==> src/rtl/signed_entry_pkg.sv <==
// Shared types and constants for the signed-entry keypad block.
package signed_entry_pkg;

  localparam int DATA_W = 4;
  localparam logic [DATA_W-1:0] MAX_POS     = 4'd7;
  localparam logic [DATA_W-1:0] MAX_NEG_MAG = 4'd8;

  typedef enum logic [1:0] {
    IDLE   = 2'd0,
    EDIT   = 2'd1,
    COMMIT = 2'd2
  } state_t;

  // Sign/magnitude to two's complement; -0 maps to 0 and -8 to 4'b1000.
  function automatic logic [DATA_W-1:0] to_twos(input logic [DATA_W-1:0] m,
                                                input logic              n);
    return n ? (~m + 1'b1) : m;
  endfunction

endpackage

==> src/rtl/key_debounce.sv <==
// Two-flop synchronizer, debounce filter and press-edge detector for one
// active-low pushbutton. level is the accepted (debounced) level, press is a
// one-cycle pulse on an accepted 1->0 transition.
module key_debounce #(
  parameter int DEBOUNCE_CYCLES = 50000
) (
  input  logic clk,
  input  logic rst_n,
  input  logic raw,
  output logic level,
  output logic press
);

  localparam int CNT_W = $clog2(DEBOUNCE_CYCLES + 1);

  logic             s1;
  logic             s2;
  logic [CNT_W-1:0] cnt;

  // Bring the asynchronous button into the clock domain; idle level is 1.
  // NOTE: sequential state always uses non-blocking (<=) so every flop samples
  // the pre-edge value of its neighbours, independent of statement order.
  always_ff @(posedge clk or negedge rst_n) begin
    if (!rst_n) begin
      s1 <= 1'b1;
      s2 <= 1'b1;
    end else begin
      s1 <= raw;
      s2 <= s1;
    end
  end

  // Accept a new level after DEBOUNCE_CYCLES consecutive differing samples.
  always_ff @(posedge clk or negedge rst_n) begin
    if (!rst_n) begin
      level <= 1'b1;
      cnt   <= '0;
      press <= 1'b0;
    end else begin
      press <= 1'b0;
      if (s2 == level) begin
        cnt <= '0;
      end else if (cnt == CNT_W'(DEBOUNCE_CYCLES - 1)) begin
        level <= s2;
        cnt   <= '0;
        press <= ~s2;
      end else begin
        cnt <= cnt + 1'b1;
      end
    end
  end

endmodule

==> src/rtl/signed_entry.sv <==
// Signed value entry from two pushbuttons (step, enter) and a sign switch.
// Optional feature: define SIGNED_ENTRY_AUTOREPEAT_EN to make a held step key
// repeat every REPEAT_CYCLES cycles while editing.
module signed_entry
  import signed_entry_pkg::*;
#(
  parameter int DEBOUNCE_CYCLES = 50000,
  parameter int REPEAT_CYCLES   = 12500000
) (
  input  logic              clk,
  input  logic              rst_n,
  input  logic [1:0]        key_n,
  input  logic              sign_sw,
  output logic [DATA_W-1:0] mag,
  output logic              neg,
  output logic              editing,
  output logic [DATA_W-1:0] value,
  output logic              valid
);

  state_t            state;
  logic              step_lvl;
  logic              step_ev;
  logic              enter_lvl;
  logic              enter_ev;
  logic              step_go;
  logic              sign_s1;
  logic              sign_s2;
  logic [DATA_W-1:0] mag_base;
  logic [DATA_W-1:0] mag_limit;

  key_debounce #(.DEBOUNCE_CYCLES(DEBOUNCE_CYCLES)) u_step (
    .clk   (clk),
    .rst_n (rst_n),
    .raw   (key_n[0]),
    .level (step_lvl),
    .press (step_ev)
  );

  key_debounce #(.DEBOUNCE_CYCLES(DEBOUNCE_CYCLES)) u_enter (
    .clk   (clk),
    .rst_n (rst_n),
    .raw   (key_n[1]),
    .level (enter_lvl),
    .press (enter_ev)
  );

  // Synchronize the sign switch; it resets to positive to match neg.
  always_ff @(posedge clk or negedge rst_n) begin
    if (!rst_n) begin
      sign_s1 <= 1'b0;
      sign_s2 <= 1'b0;
    end else begin
      sign_s1 <= sign_sw;
      sign_s2 <= sign_s1;
    end
  end

`ifdef SIGNED_ENTRY_AUTOREPEAT_EN
  localparam int REP_W = $clog2(REPEAT_CYCLES + 1);
  logic [REP_W-1:0] rep_cnt;
  logic             rep_fire;
  logic             unused_lvl;

  assign unused_lvl = enter_lvl;
  assign rep_fire   = (state == EDIT) && !step_lvl && !step_ev &&
                      (rep_cnt == REP_W'(REPEAT_CYCLES - 1));
  assign step_go    = step_ev | rep_fire;

  // Repeat timer restarts at each real press and runs while step is held in EDIT.
  always_ff @(posedge clk or negedge rst_n) begin
    if (!rst_n) begin
      rep_cnt <= '0;
    end else if (step_ev || rep_fire || state != EDIT || step_lvl) begin
      rep_cnt <= '0;
    end else begin
      rep_cnt <= rep_cnt + 1'b1;
    end
  end
`else
  localparam int unused_repeat = REPEAT_CYCLES;
  logic unused_lvl;

  assign unused_lvl = &{1'b0, step_lvl, enter_lvl};
  assign step_go    = step_ev;
`endif

  // Clamp -8 to +7 when the sign turns positive; wrap limit follows the new sign.
  assign mag_base  = (!sign_s2 && mag == MAX_NEG_MAG) ? MAX_POS : mag;
  assign mag_limit = sign_s2 ? MAX_NEG_MAG : MAX_POS;
  assign editing   = (state == EDIT);

  // Entry FSM: IDLE -> EDIT on step, EDIT -> COMMIT on enter, COMMIT -> IDLE.
  always_ff @(posedge clk or negedge rst_n) begin
    if (!rst_n) begin
      state <= IDLE;
      mag   <= '0;
      neg   <= 1'b0;
      value <= '0;
      valid <= 1'b0;
    end else begin
      valid <= 1'b0;
      case (state)
        IDLE: begin
          neg <= sign_s2;
          if (step_go) begin
            state <= EDIT;
            mag   <= 4'd1;
          end else begin
            mag <= '0;
          end
        end
        EDIT: begin
          neg <= sign_s2;
          if (enter_ev) begin
            state <= COMMIT;
            value <= to_twos(mag, neg);
            valid <= 1'b1;
            mag   <= mag_base;
          end else if (step_go) begin
            mag <= (mag_base == mag_limit) ? '0 : mag_base + 1'b1;
          end else begin
            mag <= mag_base;
          end
        end
        COMMIT: begin
          state <= IDLE;
          mag   <= '0;
        end
        default: begin
          state <= IDLE;
          mag   <= '0;
        end
      endcase
    end
  end

endmodule

==> config.mk <==
export PLATFORM = sky130hd
export DESIGN_NAME = signed_entry
export DESIGN_NICKNAME = d
export VERILOG_FILES = /design/src/rtl/signed_entry_pkg.sv /design/src/rtl/key_debounce.sv /design/src/rtl/signed_entry.sv
export SDC_FILE = /design/constraint.sdc
export NUM_CORES = 1
export LEC_CHECK = 0
export CORE_MARGIN = 5
export CORE_UTILIZATION = 42
export DETAILED_ROUTE_END_ITERATION = 8
export GPL_TIMING_DRIVEN = 0
export PLACE_DENSITY = 0.59
export SYNTH_ARGS = -nofsm -noshare
export SYNTH_HDL_FRONTEND = slang
export SYNTH_SLANG_ARGS = --single-unit
==> constraint.sdc <==
create_clock -name clk -period 3.7 [get_ports clk]
set_clock_uncertainty 0.2 [all_clocks]
set_input_delay 0.74 -clock clk [delete_from_list [all_inputs] [get_ports clk]]
set_output_delay 0.74 -clock clk [all_outputs]
set_load 0.05 [all_outputs]
# == Yosys cells after proc, flatten, opt, wreduce, memory -nomap -nowiden ==
# Cells that the tools add are included.
# word_totals
rom_bits,0
out_inout_bits,11
in_bits,5
word_cells,64
mem_bits_rw,0
latchBits,0
memories,0
regBits,54
# op_classes
n_shift,0
n_div,0
n_addsub,4
order_cmp,0
reduce_logical,8
mul,0
bitwise,5
eq_ne,9
mux,21
# ops
cell,count
16-bit two-way mux,4
16-bit by 1-bit adder with 16-bit output (second input constant),2
16-bit == test (second input constant),2
4-bit two-way mux,6
4-bit by 1-bit adder with 4-bit output (second input constant),2
4-bit case mux with 2 select lines,1
2-bit AND reduction,4
1-bit two-way mux,7
4-bit == test,1
4-bit == test (second input constant),1
2-bit two-way mux,2
2-bit by 1-bit != test with 1-bit output (second input constant),2
1-bit NOT,4
4-bit NOT,1
2-bit case mux with 2 select lines,1
1-bit == test,2
2-bit by 1-bit == test with 1-bit output (second input constant),1
2-bit logical NOT,1
2-bit OR reduction,1
1-bit logical AND,1
1-bit logical NOT,1

# == Longest topological paths before layout ==
# Gate-level depths: netlist (run 1).
# logic_depth
depth_word,8
ltp_mapped,8
mapped_depth_nobuf,8

# == Modules after synthesis ==
# A second synthesis (run 1) with hierarchy kept.
# unflattened
hier_cells,258
hier_area_um2,2859.0
# by_module_without_submodules
mod,area_per_inst_um2,seq_area_each_um2,cells_each,instances
key_debounce,1063.5,504.2,93,2
signed_entry,732.0,350.3,72,1

# == Worst setup path before layout (run 1) ==
# Ideal clock, no wire load.
# synth_timing
path_type,flip-flop to flip-flop
start,register mag[0]
end,register mag[1]
setup_slack_ps,1380
stages_incl_launch_ff,8
arrival_ps,2043
period_less_slack_ps,2320
n_path_buf,0
setup_ps,77
t_required_ps,3423
cell_sequence,dfrtp_1 -> inv_1 -> ha_1 -> and4bb_2 -> or2_2 -> ha_1 -> nand4_1 -> a21oi_1
# synth_between
elab_chain_len,8
elab_cells_between_ends,9
classes_between,add/sub (1); eq/ne (2); mux (5); reduce/logical (1)
# synth_rtl
element,line,source
start: declaration,signed_entry.sv:14,"output logic [DATA_W-1:0] mag,"
start signal: assignment,signed_entry.sv:119,mag <= mag_base;
start signal: assignment,signed_entry.sv:121,mag <= (mag_base == mag_limit) ? '0 : mag_base + 1'b1;
start signal: assignment,signed_entry.sv:123,mag <= mag_base;
4-bit == test,signed_entry.sv:89,assign mag_base = (!sign_s2 && mag == MAX_NEG_MAG) ? MAX_POS : mag;
1-bit logical AND,signed_entry.sv:89,
4-bit two-way mux *,signed_entry.sv:89,
4-bit by 1-bit adder with 4-bit output / 4-bit == test (equally long branches),signed_entry.sv:121,
4-bit two-way mux,signed_entry.sv:121,
4-bit two-way mux,signed_entry.sv:120,end else if (step_go) begin
4-bit two-way mux *,signed_entry.sv:115,if (enter_ev) begin
4-bit case mux with 2 select lines *,signed_entry.sv:103,case (state)
# Every way passes the cells marked *; elsewhere a longest branch is shown, timed or not.
# A chain may end at the register's enable or synchronous reset.

# == Final worst setup path (run 1) ==
# layout_timing
start,register state[1]
end,output editing
# layout_between
elab_chain_len,1
# layout_rtl
element,line,source
start: declaration,signed_entry.sv:21,state_t state;
start signal: assignment,signed_entry.sv:96,state <= IDLE;
start signal: assignment,signed_entry.sv:107,state <= EDIT;
start signal: assignment,signed_entry.sv:116,state <= COMMIT;
2-bit by 1-bit == test with 1-bit output,signed_entry.sv:91,assign editing = (state == EDIT);
end: declaration,signed_entry.sv:16,"output logic editing,"
# No other way between the ends.

==> results of run 1 <==
==> through the flow <==
step	area [sq um]	utilization, %	setup slack (ns)
after CTS	2900	49.0	0.927
after floorplan	2550	-	1.38
after detailed placement	2810	47.5	1.27
after global routing	2900	49.0	0.862
after global placement	2800	47.2	-0.0270
final	2900	49.0	0.961
==> area by class of cell <==
type	instances	area (sq um)
Buffer	3	18.8
Clock buffer	8	90.1
Fill cell	557	3020
Inverter	13	48.8
Multi-Input combinational cell	177	1130
Sequential cell	54	1360
Tap cell	75	93.8
Timing Repair Buffer	16	165
==> registers in the layout, summed over array words and instances, names as in the netlist <==
| register | count |
|---|---|
| u_enter.cnt | 16 |
| u_step.cnt | 16 |
| mag | 4 |
| value | 4 |
| state | 2 |
| neg | 1 |
| sign_s1 | 1 |
| sign_s2 | 1 |
| u_enter.level | 1 |
| u_enter.press | 1 |
| u_enter.s1 | 1 |
| u_enter.s2 | 1 |
| u_step.level | 1 |
| u_step.press | 1 |
| u_step.s1 | 1 |
| u_step.s2 | 1 |
| valid | 1 |
==> worst max-delay path: stages, from the launching register on <==
cell and delay, ns:
dfrtp_1 0.42, nand2b_1 0.19, inv_1 0.09, clkdlybuf4s50_1 0.80
==> Yosys cell counts <==
| library cell | number |
|---|---|
| nor3_1 | 9 |
| and3_1 | 3 |
| buf_6 | 1 |
| dfstp_2 | 6 |
| xnor2_1 | 24 |
| nand4bb_1 | 1 |
| and4b_1 | 1 |
| a211oi_1 | 1 |
| a31oi_1 | 1 |
| nor3b_1 | 3 |
| inv_1 | 13 |
| o21bai_1 | 1 |
| o21ai_0 | 5 |
| nand2_4 | 1 |
| mux2_2 | 3 |
| nor2b_1 | 4 |
| or3_1 | 1 |
| or4_4 | 1 |
| nand4bb_2 | 1 |
| xor2_1 | 6 |
| clkbuf_1 | 2 |
| or2_2 | 2 |
| ha_1 | 4 |
| dfrtp_1 | 48 |
| a31o_2 | 2 |
| nand3_1 | 12 |
| nor4_1 | 6 |
| o211ai_1 | 1 |
| o31ai_1 | 1 |
| a21oi_1 | 5 |
| nand4_1 | 11 |
| and4bb_2 | 1 |
| nand2b_1 | 1 |
| and3_2 | 1 |
| nand2_1 | 16 |
| mux2i_1 | 3 |
| o22ai_1 | 1 |
| nor4b_1 | 2 |
| a311oi_1 | 2 |
| nor2_1 | 39 |
| mux2_4 | 1 |
==> layer usage <==
metal / up-vias / wire (um) / global-route usage [%]
met5: - / 0 / 0
met4: 0 / 25 / 3.77
met3: 2 / 161 / 3.10
met2: 19 / 2000 / 21.2
met1: 859 / 2260 / 17.6
li1: 901 / - / -
==> where the power goes <==
part	switching [mW]	leakage, nW	internal (mW)
clock network	0.180	0.0455	0.153
logic	0.0245	0.418	0.0148
registers	0.00812	0.721	0.601
==> logic make-up after synthesis <==
group / after synthesis / synth area share [%]
AOI/OAI and AO/OA: 20 / 5.00
xor gates and xnor gates: 30 / 10.3
adders and majority gates: 4 / 1.96
buffers and inverters: 16 / 2.65
DFF: 54 / 53.2
muxes: 7 / 3.09
and+or+nand+nor: 116 / 23.8
==> worst paths after layout <==
path / from / end / slack, ns / cells past startpoint
max in group asynchronous: rst_n / u_enter.press / 2.51 / 2
min in group asynchronous: rst_n / u_step.cnt[9] / 0.22 / 1
worst max register to register: mag[0] / mag[1] / 1.53 / 7
worst min-delay path: sign_s1 / sign_s2 / 0.16 / 0
worst min register to register: sign_s1 / sign_s2 / 0.16 / 0
worst max-delay path: state[1] / editing / 0.96 / 3
==> summary by stage, run 1 <==
Timing
The time the worst path needs with I/O delays and setup is 2.74 ns. Setup repair after global routing left no endpoint under its margin. The measured slew at the worst slew-check pin is approximately 0.57 ns. The final cycle utilization of the critical path is approximately 74%. The normalized max-slew margin is about three fifths. The total count of hold-check failures in the final report is 0. Timing would allow up to 365 MHz. The final-report max-slew violation count is 0. The summed negative setup slack over all endpoints is 0 ns.

Setup violations remaining at the end of the flow were counted as 0. Final hold analysis gives a worst-case slack of approximately 0.16 ns.

Clock tree
The number of cells upsized or downsized after cts is 0. The total CTS buffers is 5. The number of hold buffers added after CTS was 0. The clock input transition at the sequential cells of the worst setup and hold paths is ~0.10 ns. The clock tree synthesis step divided the H-tree into 2 levels.

The later pin in the worst-skew pair is clocked with a latency of ~0.30 ns. The number of buffers inserted to repair setup after CTS is 0. The tree is rooted in a clkbuf_8. No sink is reached through more buffers than the 2 on the longest clock path. CTS saw 54 sinks.

The clock tree from TritonCTS is built.

Power and ir drop
VDD sags by at most roughly 200 uV. The static leakage is 1.19 nW. The total power is between 0.9 and 1 mW. The power per unit of standard cell area is 338 nW/um^2.

Yosys
The sequential cell area fraction in the yosys report is between 50% and 60%. In the post-synthesis netlist, the biggest area contributors are dfrtp_1, xnor2_1, dfstp_2. The post-synthesis register bit count is 54. The instance count of the mapped netlist is approximately 250. A synthesized cell averages between 10 and 15 sq um.

The synthesized netlist occupies a cell area of between 2000 and 3000 sq um. The post-synth net total is 256. The top cell type by total area after synthesis is dfrtp_1. The top-area cell type share of the netlist area is 47.1%. The number of different library cells in the post-synthesis netlist is 41. The number of synthesis warnings is 0.

Cells and area
Excluding fillers, the count of instances in the completed layout stands at around 350. The top cell types in the final layout, fill and taps aside, are dfrtp_1, nor2_1, xnor2_1. The number of antenna repair diodes is 0. Leaving out fill and tap cells, the most frequent cell in the layout is dfrtp_1. Compared with the post-synthesis result, the final layout area differs by 13.7%. The share of cells above drive strength 1 is 10.3%. At the end of the flow, the number of nets in the layout was approximately 280.

Die
The floorplan has 28 rows. The core footprint is 5920 sq um. The die is about 88 um tall. The number of top-level pins is 16. The die is a little under 90 um wide. For this configuration, the core starts out at a cell density of a little over two fifths. The area of the die is just under 8000 sq um.

GRT
The pin count of the biggest net entering global routing is 31. The first-pass GRT wire length is 8060 um. For this run, the total global-route usage over all layers was measured as between 10% and 20%. The number of global-route vias before repair was approximately 1800. The initial antenna violation count is 0. The final global-route overflow total is 0.

Run status
The run finished with clean final reports.

Worst setup path
The nature of the critical path startpoint is a flop. The path type of the worst setup path is reg -> out. Of all nets on the critical path, the largest fanout is 4. The required time at the endpoint of the critical path is 2.76 ns.

Data on the critical path arrives at its endpoint at 1.80 ns. The worst setup path is captured at a primary output.

Drt
The detail route stage leaves a number of antenna-violating nets equal to 0. In the final routed layout, each cell accounts on average for ~13 um. Using the TritonRoute via totals, the vias-per-cell ratio works out to 5.15. The DRC marker count from the first detailed-route iteration is 65. After detailed routing, the number of remaining DRC violations is 0.

The first detailed-routing pass ran for 4 iterations. For this block, the routed nets add up to roughly 4400 um of wire. The number of vias in the routed layout is around 1800.

Placed design
The number of buffers inserted by port buffering is 15. The weighted congestion at the end of routability-driven global placement is just under 0.8. The number of placed instances, taps included, is between 300 and 400. The half-perimeter wire length of the detailed placement result is roughly 3200 um.

Flow run
The tool flagged a number of max-cap violations equal to 0.

Hold path
The worst min-delay path class is reg -> reg.
Power figures use the tool's default switching activity.
==> run 2, diff against run 1 <==
Clock period 3.7 ns to 2.63 ns, I/O delays scaled along.
==> results of run 2 <==
The final DEF is identical to that of run 1. Status: completed.
Main changes from that run: setup slack after placement 1.27 ns -> 0.418 ns; clock-pin slew on the worst setup and hold paths 0.10 ns -> 0.09 ns; setup slack after layout 0.961 ns -> 0.105 ns; hold slack 0.157 ns -> 0.0108 ns; register-to-register setup slack 1.53 ns -> 0.46 ns; total power 0.981 mW -> 1.38 mW; worst IR drop on VDD 203 uV -> 286 uV
